**src/rtl/pwm_seq_pkg.sv**
```systemverilog
// Shared types and constants for the PWM fade sequencer and its per-channel stepper.
package pwm_seq_pkg;

  localparam int unsigned CH_NUM = 3;
  localparam int unsigned DUTY_W = 8;

  typedef enum logic [1:0] {
    IDLE   = 2'd0,
    RAMP   = 2'd1,
    HOLD   = 2'd2,
    FINISH = 2'd3
  } state_e;

endpackage

```
**src/rtl/pwm_ramp_step.sv**
```systemverilog
// One saturating step of a duty value toward its target, evaluated at DUTY_W+1 bits
// so an upward step near full scale clamps instead of wrapping.
module pwm_ramp_step
  import pwm_seq_pkg::*;
(
  input  logic [DUTY_W-1:0] cur_i,
  input  logic [DUTY_W-1:0] tgt_i,
  input  logic [DUTY_W-1:0] step_i,
  output logic [DUTY_W-1:0] nxt_c
);

  logic [DUTY_W:0] up_c;
  logic [DUTY_W:0] gap_c;

  always_comb begin
    nxt_c = cur_i;
    up_c  = {1'b0, cur_i} + {1'b0, step_i};
    gap_c = '0;
    if (cur_i < tgt_i) begin
      nxt_c = (up_c >= {1'b0, tgt_i}) ? tgt_i : up_c[DUTY_W-1:0];
    end else if (cur_i > tgt_i) begin
      gap_c = {1'b0, cur_i} - {1'b0, tgt_i};
      nxt_c = (gap_c <= {1'b0, step_i}) ? tgt_i : (cur_i - step_i);
    end
  end

endmodule

```
**src/rtl/pwm_fade_sequencer.sv**
```systemverilog
// Steps three PWM duty values toward latched targets once per PWM period, holds for a
// programmed number of periods, then pulses done. Abort and reset end a fade without done.
module pwm_fade_sequencer
  import pwm_seq_pkg::*;
(
  input  logic              clk,
  input  logic              reset,
  input  logic              start,
  input  logic              abort,
  input  logic              period_complete,
  input  logic [DUTY_W-1:0] target0,
  input  logic [DUTY_W-1:0] target1,
  input  logic [DUTY_W-1:0] target2,
  input  logic [DUTY_W-1:0] step,
  input  logic [DUTY_W-1:0] hold_periods,
  output logic [DUTY_W-1:0] duty0,
  output logic [DUTY_W-1:0] duty1,
  output logic [DUTY_W-1:0] duty2,
  output logic              timer_run,
  output logic              busy,
  output logic              done
);

  state_e                        state_q, state_d;
  logic [CH_NUM-1:0][DUTY_W-1:0] duty_q, duty_d;
  logic [CH_NUM-1:0][DUTY_W-1:0] tgt_q, tgt_d;
  logic [CH_NUM-1:0][DUTY_W-1:0] tgt_in_c;
  logic [CH_NUM-1:0][DUTY_W-1:0] step_res_c;
  logic [DUTY_W-1:0]             step_q, step_d;
  logic [DUTY_W-1:0]             hold_q, hold_d;
  logic [DUTY_W-1:0]             hold_cnt_q, hold_cnt_d;
  logic [DUTY_W-1:0]             hold_inc_c;
  logic                          busy_q, busy_d;
  logic                          timer_run_q, timer_run_d;
  logic                          done_q, done_d;
  logic                          all_at_tgt_c;
  logic                          start_at_tgt_c;

  assign tgt_in_c       = {target2, target1, target0};
  assign all_at_tgt_c   = (step_res_c == tgt_q);
  assign start_at_tgt_c = (duty_q == tgt_in_c);
  assign hold_inc_c     = hold_cnt_q + DUTY_W'(1);

  for (genvar ch = 0; ch < CH_NUM; ch++) begin : g_ch
    pwm_ramp_step u_ramp_step (
      .cur_i  (duty_q[ch]),
      .tgt_i  (tgt_q[ch]),
      .step_i (step_q),
      .nxt_c  (step_res_c[ch])
    );
  end

  // Next-state and registered-output logic; abort outranks start and period_complete.
  always_comb begin
    state_d    = state_q;
    duty_d     = duty_q;
    tgt_d      = tgt_q;
    step_d     = step_q;
    hold_d     = hold_q;
    hold_cnt_d = hold_cnt_q;

    unique case (state_q)
      IDLE: begin
        if (start && !abort) begin
          tgt_d      = tgt_in_c;
          step_d     = (step == '0) ? DUTY_W'(1) : step;
          hold_d     = hold_periods;
          hold_cnt_d = '0;
          state_d    = start_at_tgt_c ? HOLD : RAMP;
        end
      end
      RAMP: begin
        if (abort) begin
          state_d = IDLE;
        end else if (period_complete) begin
          duty_d = step_res_c;
          if (all_at_tgt_c) begin
            state_d    = HOLD;
            hold_cnt_d = '0;
          end
        end
      end
      HOLD: begin
        if (abort) begin
          state_d = IDLE;
        end else if (hold_cnt_q == hold_q) begin
          state_d = FINISH;
        end else if (period_complete) begin
          hold_cnt_d = hold_inc_c;
          if (hold_inc_c == hold_q) begin
            state_d = FINISH;
          end
        end
      end
      FINISH: begin
        state_d = IDLE;
      end
      default: begin
        state_d = IDLE;
      end
    endcase

    busy_d      = (state_d != IDLE);
    timer_run_d = (state_d != IDLE);
    done_d      = (state_d == FINISH);
  end

  always_ff @(posedge clk) begin
    if (reset) begin
      state_q     <= IDLE;
      duty_q      <= '0;
      tgt_q       <= '0;
      step_q      <= '0;
      hold_q      <= '0;
      hold_cnt_q  <= '0;
      busy_q      <= 1'b0;
      timer_run_q <= 1'b0;
      done_q      <= 1'b0;
    end else begin
      state_q     <= state_d;
      duty_q      <= duty_d;
      tgt_q       <= tgt_d;
      step_q      <= step_d;
      hold_q      <= hold_d;
      hold_cnt_q  <= hold_cnt_d;
      busy_q      <= busy_d;
      timer_run_q <= timer_run_d;
      done_q      <= done_d;
    end
  end

  assign duty0     = duty_q[0];
  assign duty1     = duty_q[1];
  assign duty2     = duty_q[2];
  assign busy      = busy_q;
  assign timer_run = timer_run_q;
  assign done      = done_q;

endmodule

```
**config.mk**
```make
export PLATFORM = sky130hd
export DESIGN_NAME = pwm_fade_sequencer
export DESIGN_NICKNAME = d
export VERILOG_FILES = /design/src/rtl/pwm_seq_pkg.sv /design/src/rtl/pwm_ramp_step.sv /design/src/rtl/pwm_fade_sequencer.sv
export SDC_FILE = /design/constraint.sdc
export NUM_CORES = 1
export LEC_CHECK = 0
export CAP_MARGIN = 30
export CORE_ASPECT_RATIO = 0.5
export CORE_MARGIN = 2
export CORE_UTILIZATION = 51
export DETAILED_ROUTE_END_ITERATION = 6
export PLACE_DENSITY = 0.71
export REMOVE_ABC_BUFFERS = 1
export SLEW_MARGIN = 20
export SYNTH_ARGS = -nofsm -noshare
export SYNTH_HDL_FRONTEND = slang
export SYNTH_SLANG_ARGS = --single-unit
```
**constraint.sdc**
```tcl
create_clock -name clk -period 10.05 [get_ports clk]
set_input_delay 1.005 -clock clk [delete_from_list [all_inputs] [get_ports clk]]
set_output_delay 1.005 -clock clk [all_outputs]
set_load 0.03 [all_outputs]
```
# --- Yosys cells after proc, flatten, opt, wreduce, memory -nomap -nowiden ---
# Index checks and enable logic that the tools add are counted.
word_totals:
  register_bits: 76
  in_bits: 45
  output_inout_bits: 27
  elab_cells: 90
op_classes:
  addsub: 10
  order_cmp: 12
  eq_ne: 15
  muxes: 31
  n_bitwise: 1
  reduce_logical: 9
op_table:
  columns: ["cell", "count"]
  rows:
  - ["8-bit 2-to-1 mux", 20]
  - ["24-bit equality test", 2]
  - ["8-bit by 8-bit adder with 9-bit output", 3]
  - ["9-bit by 8-bit >= comparator with 1-bit output", 3]
  - ["9-bit by 8-bit less-or-equal comparator with 1-bit output", 3]
  - ["8-bit by 8-bit subtractor with 9-bit output", 3]
  - ["8-bit greater-than comparator", 3]
  - ["8-bit less-than comparator", 3]
  - ["8-bit case mux with 3 select lines", 1]
  - ["8-bit subtractor", 3]
  - ["2-bit 2-to-1 mux", 9]
  - ["8-bit equality test", 2]
  - ["2-bit inequality test, second input constant", 7]
  - ["8-bit by 1-bit adder with 8-bit output, second input constant", 1]
  - ["8-bit logical NOT", 1]
  - ["2-bit case mux with 4 select lines", 1]
  - ["8-bit AND reduction", 1]
  - ["2-bit equality test, second input constant", 3]
  - ["3-bit AND reduction", 1]
  - ["3-bit nonzero test", 1]
  - ["2-bit by 1-bit equality test with 1-bit output, second input constant", 1]
  - ["2-bit logical NOT", 1]
  - ["2-bit AND reduction", 1]
  - ["2-bit nonzero test", 1]
  - ["other kinds (3)", 3]

# --- Logic depth before layout (Yosys ltp) ---
# Gate-level depths: netlist of run 1.
logic_depth:
  ltp_word: 11
  mapped_depth: 22
  ltp_nobuf: 21

# --- Cells and area by module ---
# Synthesis of run 1 repeated with hierarchy kept, for this count alone.
hier_totals:
  hier_cells: 1125
  area_unflattened_um2: 8742.1
by_module_without_submodules:
  columns: ["module", "n_inst", "cells_per_inst", "area_per_inst_um2", "seq_area_each_um2"]
  rows:
  - ["pwm_fade_sequencer", 1, 457, 3623.5, 1521.5]
  - ["pwm_ramp_step (g_ch[2].u_ramp_step)", 1, 221, 1732.9, 0.0]
  - ["pwm_ramp_step (g_ch[1].u_ramp_step)", 1, 225, 1694.1, 0.0]
  - ["pwm_ramp_step (g_ch[0].u_ramp_step)", 1, 222, 1691.6, 0.0]

# --- Worst setup path after synthesis of run 1 ---
# No wires, ideal clock.
synth_path:
  path_kind: "register to register"
  start: "reg duty_q (netlist bit duty1[1])"
  end: "reg hold_cnt_q[3]"
  setup_time_ps: 144
  arrival_time_ps: 4684
  required_ps: 9906
  setup_slack_ps: 5222
  stages_incl_launch_ff: 20
  path_buffers: 0
  synth_period_minus_slack_ps: 4828
  cell_sequence: "dfxtp_1 -> ha_1 -> nand2b_1 -> a211o_1 -> a21oi_1 -> nor2_1 -> o31ai_1 -> xor2_1 -> ha_1 -> nand3_1 -> or3_1 -> o221ai_2 -> nor2_1 -> nand2_2 -> o22ai_1 -> a2111oi_0 -> nand4_1 -> nor4_2 -> o21a_4 -> a311oi_2"
synth_via:
  elab_chain_cells: 8
  word_cells_on_any_way: 14
  classes_between: "add/sub (3); order compare (4); eq/ne (2); mux (4); reduce/logical (1)"
synth_rtl:
  columns: ["element", "line_no", "rtl"]
  rows:
  - ["start: declaration", "pwm_fade_sequencer.sv:25", "logic [CH_NUM-1:0][DUTY_W-1:0] duty_q, duty_d;"]
  - ["start signal: assignment", "pwm_fade_sequencer.sv:121", "duty_q <= duty_d;"]
  - ["8-bit by 8-bit subtractor with 9-bit output", "pwm_ramp_step.sv:22", "gap_c = {1'b0, cur_i} - {1'b0, tgt_i};"]
  - ["9-bit by 8-bit less-or-equal comparator with 1-bit output", "pwm_ramp_step.sv:23", "nxt_c = (gap_c <= {1'b0, step_i}) ? tgt_i : (cur_i - step_i);"]
  - ["8-bit 2-to-1 mux", "pwm_ramp_step.sv:23", null]
  - ["8-bit 2-to-1 mux", "pwm_ramp_step.sv:21", "end else if (cur_i > tgt_i) begin"]
  - ["8-bit 2-to-1 mux *", "pwm_ramp_step.sv:19", "if (cur_i < tgt_i) begin"]
  - ["24-bit equality test *", "pwm_fade_sequencer.sv:40", "assign all_at_tgt_c = (step_res_c == tgt_q);"]
  - ["2-bit inequality test (no source line) *", null, null]
  - ["8-bit AND reduction (no source line) *", null, null]
  - ["end signal: assignment", "pwm_fade_sequencer.sv:125", "hold_cnt_q <= hold_cnt_d;"]
  - ["end: declaration", "pwm_fade_sequencer.sv:31", "logic [DUTY_W-1:0] hold_cnt_q, hold_cnt_d;"]
# Every way passes the cells marked *; elsewhere a longest branch is shown, timed or not.
# A chain may end at the register's enable or synchronous reset.

# --- Worst setup path after layout of run 1 ---
layout_path:
  start: "reg tgt_q[20] (netlist name)"
  end: "reg hold_cnt_q[7]"
layout_via:
  elab_chain_cells: 8
  word_cells_on_any_way: 12
  classes_between: "add/sub (1); order compare (4); eq/ne (2); mux (4); reduce/logical (1)"
layout_rtl:
  columns: ["element", "line_no", "rtl"]
  rows:
  - ["start: declaration", "pwm_fade_sequencer.sv:26", "logic [CH_NUM-1:0][DUTY_W-1:0] tgt_q, tgt_d;"]
  - ["start signal: assignment", "pwm_fade_sequencer.sv:122", "tgt_q <= tgt_d;"]
  - ["8-bit by 8-bit subtractor with 9-bit output", "pwm_ramp_step.sv:22", null]
  - ["9-bit by 8-bit less-or-equal comparator with 1-bit output", "pwm_ramp_step.sv:23", null]
  - ["8-bit 2-to-1 mux", "pwm_ramp_step.sv:23", null]
  - ["8-bit 2-to-1 mux", "pwm_ramp_step.sv:21", null]
  - ["8-bit 2-to-1 mux", "pwm_ramp_step.sv:19", null]
  - ["24-bit equality test *", "pwm_fade_sequencer.sv:40", null]
  - ["2-bit inequality test (no source line) *", null, null]
  - ["8-bit AND reduction (no source line) *", null, null]
# Marks and branches as above.

==> flow_summary.yaml, run 1 <==
detailed_routing:
  vias: 9936
  drc_errors: 0
  wirelength_um: 34700
  wire_per_inst_um: 22.4
  drtIter0Drc: 1012
  ant_nets: 0
  drt-pass1-iter-count: 5
  routed_via_density: 6.42
synthesis:
  synth_top_area_share: 0.162
  synth_cell_types: 85
  yosys.area.top_type: "dfxtp_1"
  async_flop_share: 0
  synthCells: 1266
  synth_edf_count: 0
  synthesis.area_um2: 9400
  yosys_warnings: 0
  synthTopCellsByCount: "nand2_1 (156), a21oi_1 (127), ha_1 (118), nor2_1 (103), dfxtp_1 (76)"
  synth_flop_cell: "dfxtp_1"
  yosys-top-cells-area: "dfxtp_1 (16%), ha_1 (16%), a21oi_1 (6.8%)"
  avgSynthCellArea_um2: 7.43
  ys_ff_latch: 76
  seq_area_frac_synth: 0.162
  yosysMostFrequentCell: "nand2_1"
min_path:
  hold_depth: 2
  min_to: "hold_q[0]"
  hp-class: "reg2reg"
  min_from: "hold_q[0]"
sta:
  worst_slew_pin_slew_ns: 0.961
  maxSlewHeadroom: 0.359
  fin_crit_sh: 0.587
  finalMaxSlewViolations: 0
  final-hold-violation-count: 0
  rsz0062_at_grt: "no"
  fin_crit_ns: 5.90
  skew_ns: 0.00959
  setup_tns_ns: 0
  setup_viol: 0
  max_freq_ghz: 0.169
worst_setup_path:
  cp_data_required_time_ns: 10.24
  cp_common_cell: "a21oi_1"
  cp_slowest_cell: "o21ai_0"
  critPathMaxFanout: 11
  cp-end-kind: "register"
  crit_type: "reg2reg"
  r2r_setup_slack_ns: 4.15
  r2r_start: "tgt_q[20]"
  cp-start-kind: "register"
  path_cells: "inv_1, ha_1, o211ai_1, a21oi_1, nor2_1, o21ai_0, xor2_1, ha_1, a21oi_1, nand2_1, nor3_1, o21a_1, a21oi_1, o21ai_0, nor4b_2, nand4_1, nor4_2, o21a_4, a311oi_2"
  r2r-end: "hold_cnt_q[7]"
  r2r_cells: 19
  arrival_ns: 6.09
  cpPeakStageDelay_ns: 0.75
layout:
  final_net_count: 1473
  fill_cells: 1726
  syn_to_final_growth_pct: 12.3
  fin_util: 0.580
  drive_above_1_share: 0.0498
power_and_ir_drop:
  p_leak_uw: 0.00415
  power.density_nw_per_um2: 142
  power.total_uw: 1500
  ir_worst_vdd_mv: 0.0813
floorplan:
  dieArea_um2: 19600
  placementRows: 35
  die_width_um: 196
  dieHeight_um: 100
  start_util: 0.516
  ios: 72
  core_um2: 18200
clock_network:
  clock-sinks: 76
  cts_setup_buffers: 0
  cts-root-buf: "clkbuf_16"
  clk_latency_ns: 0.35
  cts_tree: "yes"
  cts_htree_levels: 3
  path_clk_slew_ns: 0.06
  cts_hold_buf: 0
  cts_buffers: 9
  cts_resized: 0
  clock_path_buffers: 2
placement:
  port_buffers: 71
  dpl.hpwl_um: 26600
  gp_congestion: 1.04
global_route:
  grt_pass1_wl_um: 53300
  grt_pass1_vias: 9204
  grt_max_degree: 79
  track_usage: 0.355
  antenna_found_initial: 3
  overflow: 0
outcome:
  status: "finished clean"
run:
  drv_cap: 0
-- placed cells by master (no fill, tap or decap), types with 31 or more instances in the layout --
cell type        instances
o21ai_0                 52
xnor2_1                 63
a21oi_1                127
xor2_1                  39
clkdlybuf4s50_1         70
nand2_1                156
ha_1                   118
nand3_1                 31
inv_1                   64
nor2_1                 102
dfxtp_1                 76
-- per-layer routing --
metal  share of wire  vias to the layer above  GRT usage
li1                -                     4716          -
met2            0.41                      449      0.522
met3            0.11                       65      0.115
met4           0.026                        2      0.107
met1            0.45                     4704      0.494
met5          0.0027                        -          0
-- metrics by stage --
step / area (um2) / setup slack (ns) / hold slack [ns] / instances
3_5_place_dp: 10300 / 4.39 / 0.458 / 1528
2_1_floorplan: 9140 / 4.66 / 0.430 / 1205
6_report: 10600 / 4.15 / 0.463 / 1547
4_1_cts: 10500 / 4.33 / 0.466 / 1544
5_1_grt: 10600 / 3.85 / 0.502 / 1546
3_3_place_gp: 10300 / 4.46 / 0.446 / 1527
-- how the worst max path moves through the flow --
stage,from,to,slack [ns],cells past startpoint
final,tgt_q[20],hold_cnt_q[7],4.15,19
after global routing,tgt_q[20],hold_cnt_q[5],3.85,19
after CTS,tgt_q[20],hold_cnt_q[7],4.33,19
after detailed placement,step_q[1],hold_cnt_q[6],4.39,20
after global placement,tgt_q[20],hold_cnt_q[6],4.46,19
after floorplan,duty0[1],hold_cnt_q[3],4.66,20
-- registers in the layout, summed over array words and instances (netlist names) --
register	count
step_q	8
duty2	8
hold_q	8
tgt_q	24
duty0	8
done	1
state_q	2
duty1	8
timer_run	1
hold_cnt_q	8
-- worst max-delay path, delay by kind of cell (launching register included) --
kind | cells | cell delay [ns]
xor+xnor | 1 | 0.26
simple gates | 6 | 1.45
flops | 1 | 0.65
compound gates | 9 | 2.48
fa+ha+maj | 2 | 0.71
buf+inv | 1 | 0.18
-- cell type report --
cell class,count,area (um2),share of cell area
clock inverter,2,35.0,0.00332
multi-input combinational,1064,7400,0.701
inverter,65,244,0.0231
sequential,76,1520,0.144
antenna,1,2.50,0.000237
tap,240,300,0.0284
timing repair buffer,85,815,0.0771
clock buffer,14,244,0.0231
-- cells by family (layout without fill, tap and decap cells) --
group | count (synthesis) | count (layout) | synth area share
adders and majority gates | 127 | 127 | 0.176
AOI/OAI and AO/OA | 387 | 387 | 0.280
other | 0 | 1 | 0
and+or+nand+nor | 440 | 440 | 0.222
muxes | 6 | 6 | 0.00692
DFF | 76 | 76 | 0.162
buffers and inverters | 126 | 166 | 0.0535
xor gates and xnor gates | 104 | 104 | 0.0998
-- where the power goes --
part | total (uW) | switching (uW) | internal [uW]
combinational | 837 | 523 | 314
clock | 328 | 135 | 193
sequential | 338 | 25.7 | 313
Power figures use the tool's default switching activity.
==> run 2, diff against run 1 <==
Clock period 10.05 ns to 5.65 ns, I/O delays scaled along.
==> flow_summary.yaml, run 2 (same netlist as run 1, synthesis figures left out) <==
power_and_ir_drop:
  ir_worst_vdd_mv: 0.161
  power_frac_clock: 0.229
  power_frac_comb: 0.558
  p_leak_uw: 0.00429
  sequentialPowerShare: 0.214
  power.density_nw_per_um2: 256
  p_sw_uw: 1260
  power.share.switching: 0.455
  power.total_uw: 2770
  intPower_uw: 1510
worst_setup_path:
  path_cells: "inv_1, ha_1, or2_2, a211oi_2, nor3_1, xnor2_1, ha_1, a21o_1, a21oi_1, o221ai_4, nor4_2, a32oi_2, nand4_1, and4_1, nand4_1, nor4_4, o21a_4, a311oi_2"
  r2r_cells: 18
  cpPeakStageDelay_ns: 0.61
  cp_data_required_time_ns: 5.86
  critPathMaxFanout: 9
  cp-end-kind: "register"
  crit_type: "reg2reg"
  cp_slowest_cell: "nor4_2"
  arrival_ns: 5.73
  cp-start-kind: "register"
detailed_routing:
  vias: 10100
  ant_nets: 0
  wire_per_inst_um: 22.6
  routed_via_density: 6.44
  wirelength_um: 35600
  drtIter0Drc: 851
  drc_errors: 0
  drt-pass1-iter-count: 5
clock_network:
  cts_tree: "yes"
  cts_htree_levels: 3
  clk_latency_ns: 0.37
  cts_hold_buf: 0
  cts-root-buf: "clkbuf_16"
  path_clk_slew_ns: 0.07
  clock-sinks: 76
  clock_path_buffers: 2
  cts_buffers: 9
global_route:
  grt_pass1_wl_um: 54500
  overflow: 0
  antenna_found_initial: 0
  track_usage: 0.365
  grt_pass1_vias: 9417
  grt_max_degree: 42
layout:
  fin_cells: 1572
  final_net_count: 1499
  regArea_um2: 1520
  diodes: 0
  final_common_cell: "nand2_1"
  multiInputGateArea_um2: 7430
  fill_cells: 1744
  most-common-layout-cells: "nand2_1 (156), a21oi_1 (127), ha_1 (118)"
  top_register: "tgt_q"
  drive_above_1_share: 0.0743
  largest_reg_flops: 24
  syn_to_final_growth_pct: 15.0
outcome:
  status: "finished clean"
floorplan:
  dieArea_um2: 19600
  placementRows: 35
  dieHeight_um: 100
  core_um2: 18200
  start_util: 0.516
  ios: 72
  die_width_um: 196
sta:
  skew_ns: 0.0121
  fin_crit_ns: 5.52
  setup_viol: 0
  setup_tns_ns: 0
  maxSlewHeadroom: 0.362
  fin_crit_sh: 0.977
  max_freq_ghz: 0.181
  finalMaxSlewViolations: 0
  final-hold-violation-count: 0
  worst_slew_pin_slew_ns: 0.948
placement:
  dp.cells: 1556
  dpl.hpwl_um: 27700
  gp_congestion: 1.04
  port_buffers: 71
run:
  drv_cap: 0
min_path:
  hp-class: "reg2reg"
  hold_depth: 2
==> run 2: cell count changes in the layout (fill, tap and decap cells not counted), sizes merged <==
| cell | delta |
|---|---|
| clkinv | -1 |
| clkbuf | -3 |
| diode | -1 |
| buf | +26 |
| clkinvlp | +4 |
==> run 2: timing repair <==
item                                    in CTS  in global routing
resized for setup                            1                  6
endpoints found under the setup margin       4                 12
buffers inserted                             0                  0
gates cloned                                 0                  0
==> run 2: critical path: cells and delay by family, from the launching register on <==
kind | cells | cell delay, ns
adder cells (fa/ha/maj) | 2 | 0.79
AO/OA/AOI/OAI | 7 | 1.39
flip-flops | 1 | 0.54
AND/OR/NAND/NOR | 7 | 2.00
XOR/XNOR | 1 | 0.35
buffers and inverters | 1 | 0.28
==> run 2: per-stage QoR <==
| step | hold slack (ns) | setup slack [ns] | util | instance area (um2) |
|---|---|---|---|---|
| floorplan | 0.430 | 0.255 | - | 9140 |
| global placement | 0.444 | 0.210 | 0.574 | 10500 |
| detailed placement | 0.466 | 0.0386 | 0.575 | 10500 |
| CTS | 0.475 | 0.0562 | 0.592 | 10800 |
| global route | 0.493 | -0.00250 | 0.594 | 10800 |
| finish | 0.471 | 0.129 | 0.594 | 10800 |
==> run 2: metal layers <==
layer	track usage	wire [um]
met1	0.512	16200
met2	0.544	14700
met3	0.0948	3700
met4	0.121	1040
met5	0	0
==> run 2: area by class of cell <==
cell class	count	area share
clock inverter	5	0.00555
timing repair buffer	111	0.0930
tap	240	0.0278
sequential	76	0.141
inverter	65	0.0226
multi-input combinational	1064	0.687
clock buffer	11	0.0234
==> run 2: final timing paths <==
path	from	endpoint	slack, ns
worst max-delay path	step_q[5]	hold_cnt_q[5]	0.13
worst min-delay path	hold_q[0]	hold_q[0]	0.47
worst max register to register	step_q[5]	hold_cnt_q[5]	0.13
worst min register to register	hold_q[0]	hold_q[0]	0.47
==> run 2: power by group through the flow <==
stage	combinational (uW)	clock, uW	sequential (uW)
final	1550	633	592
after global routing	1670	659	594
after CTS	1480	642	590
after detailed placement	1470	0	602
after global placement	1450	0	602
after floorplan	973	0	606
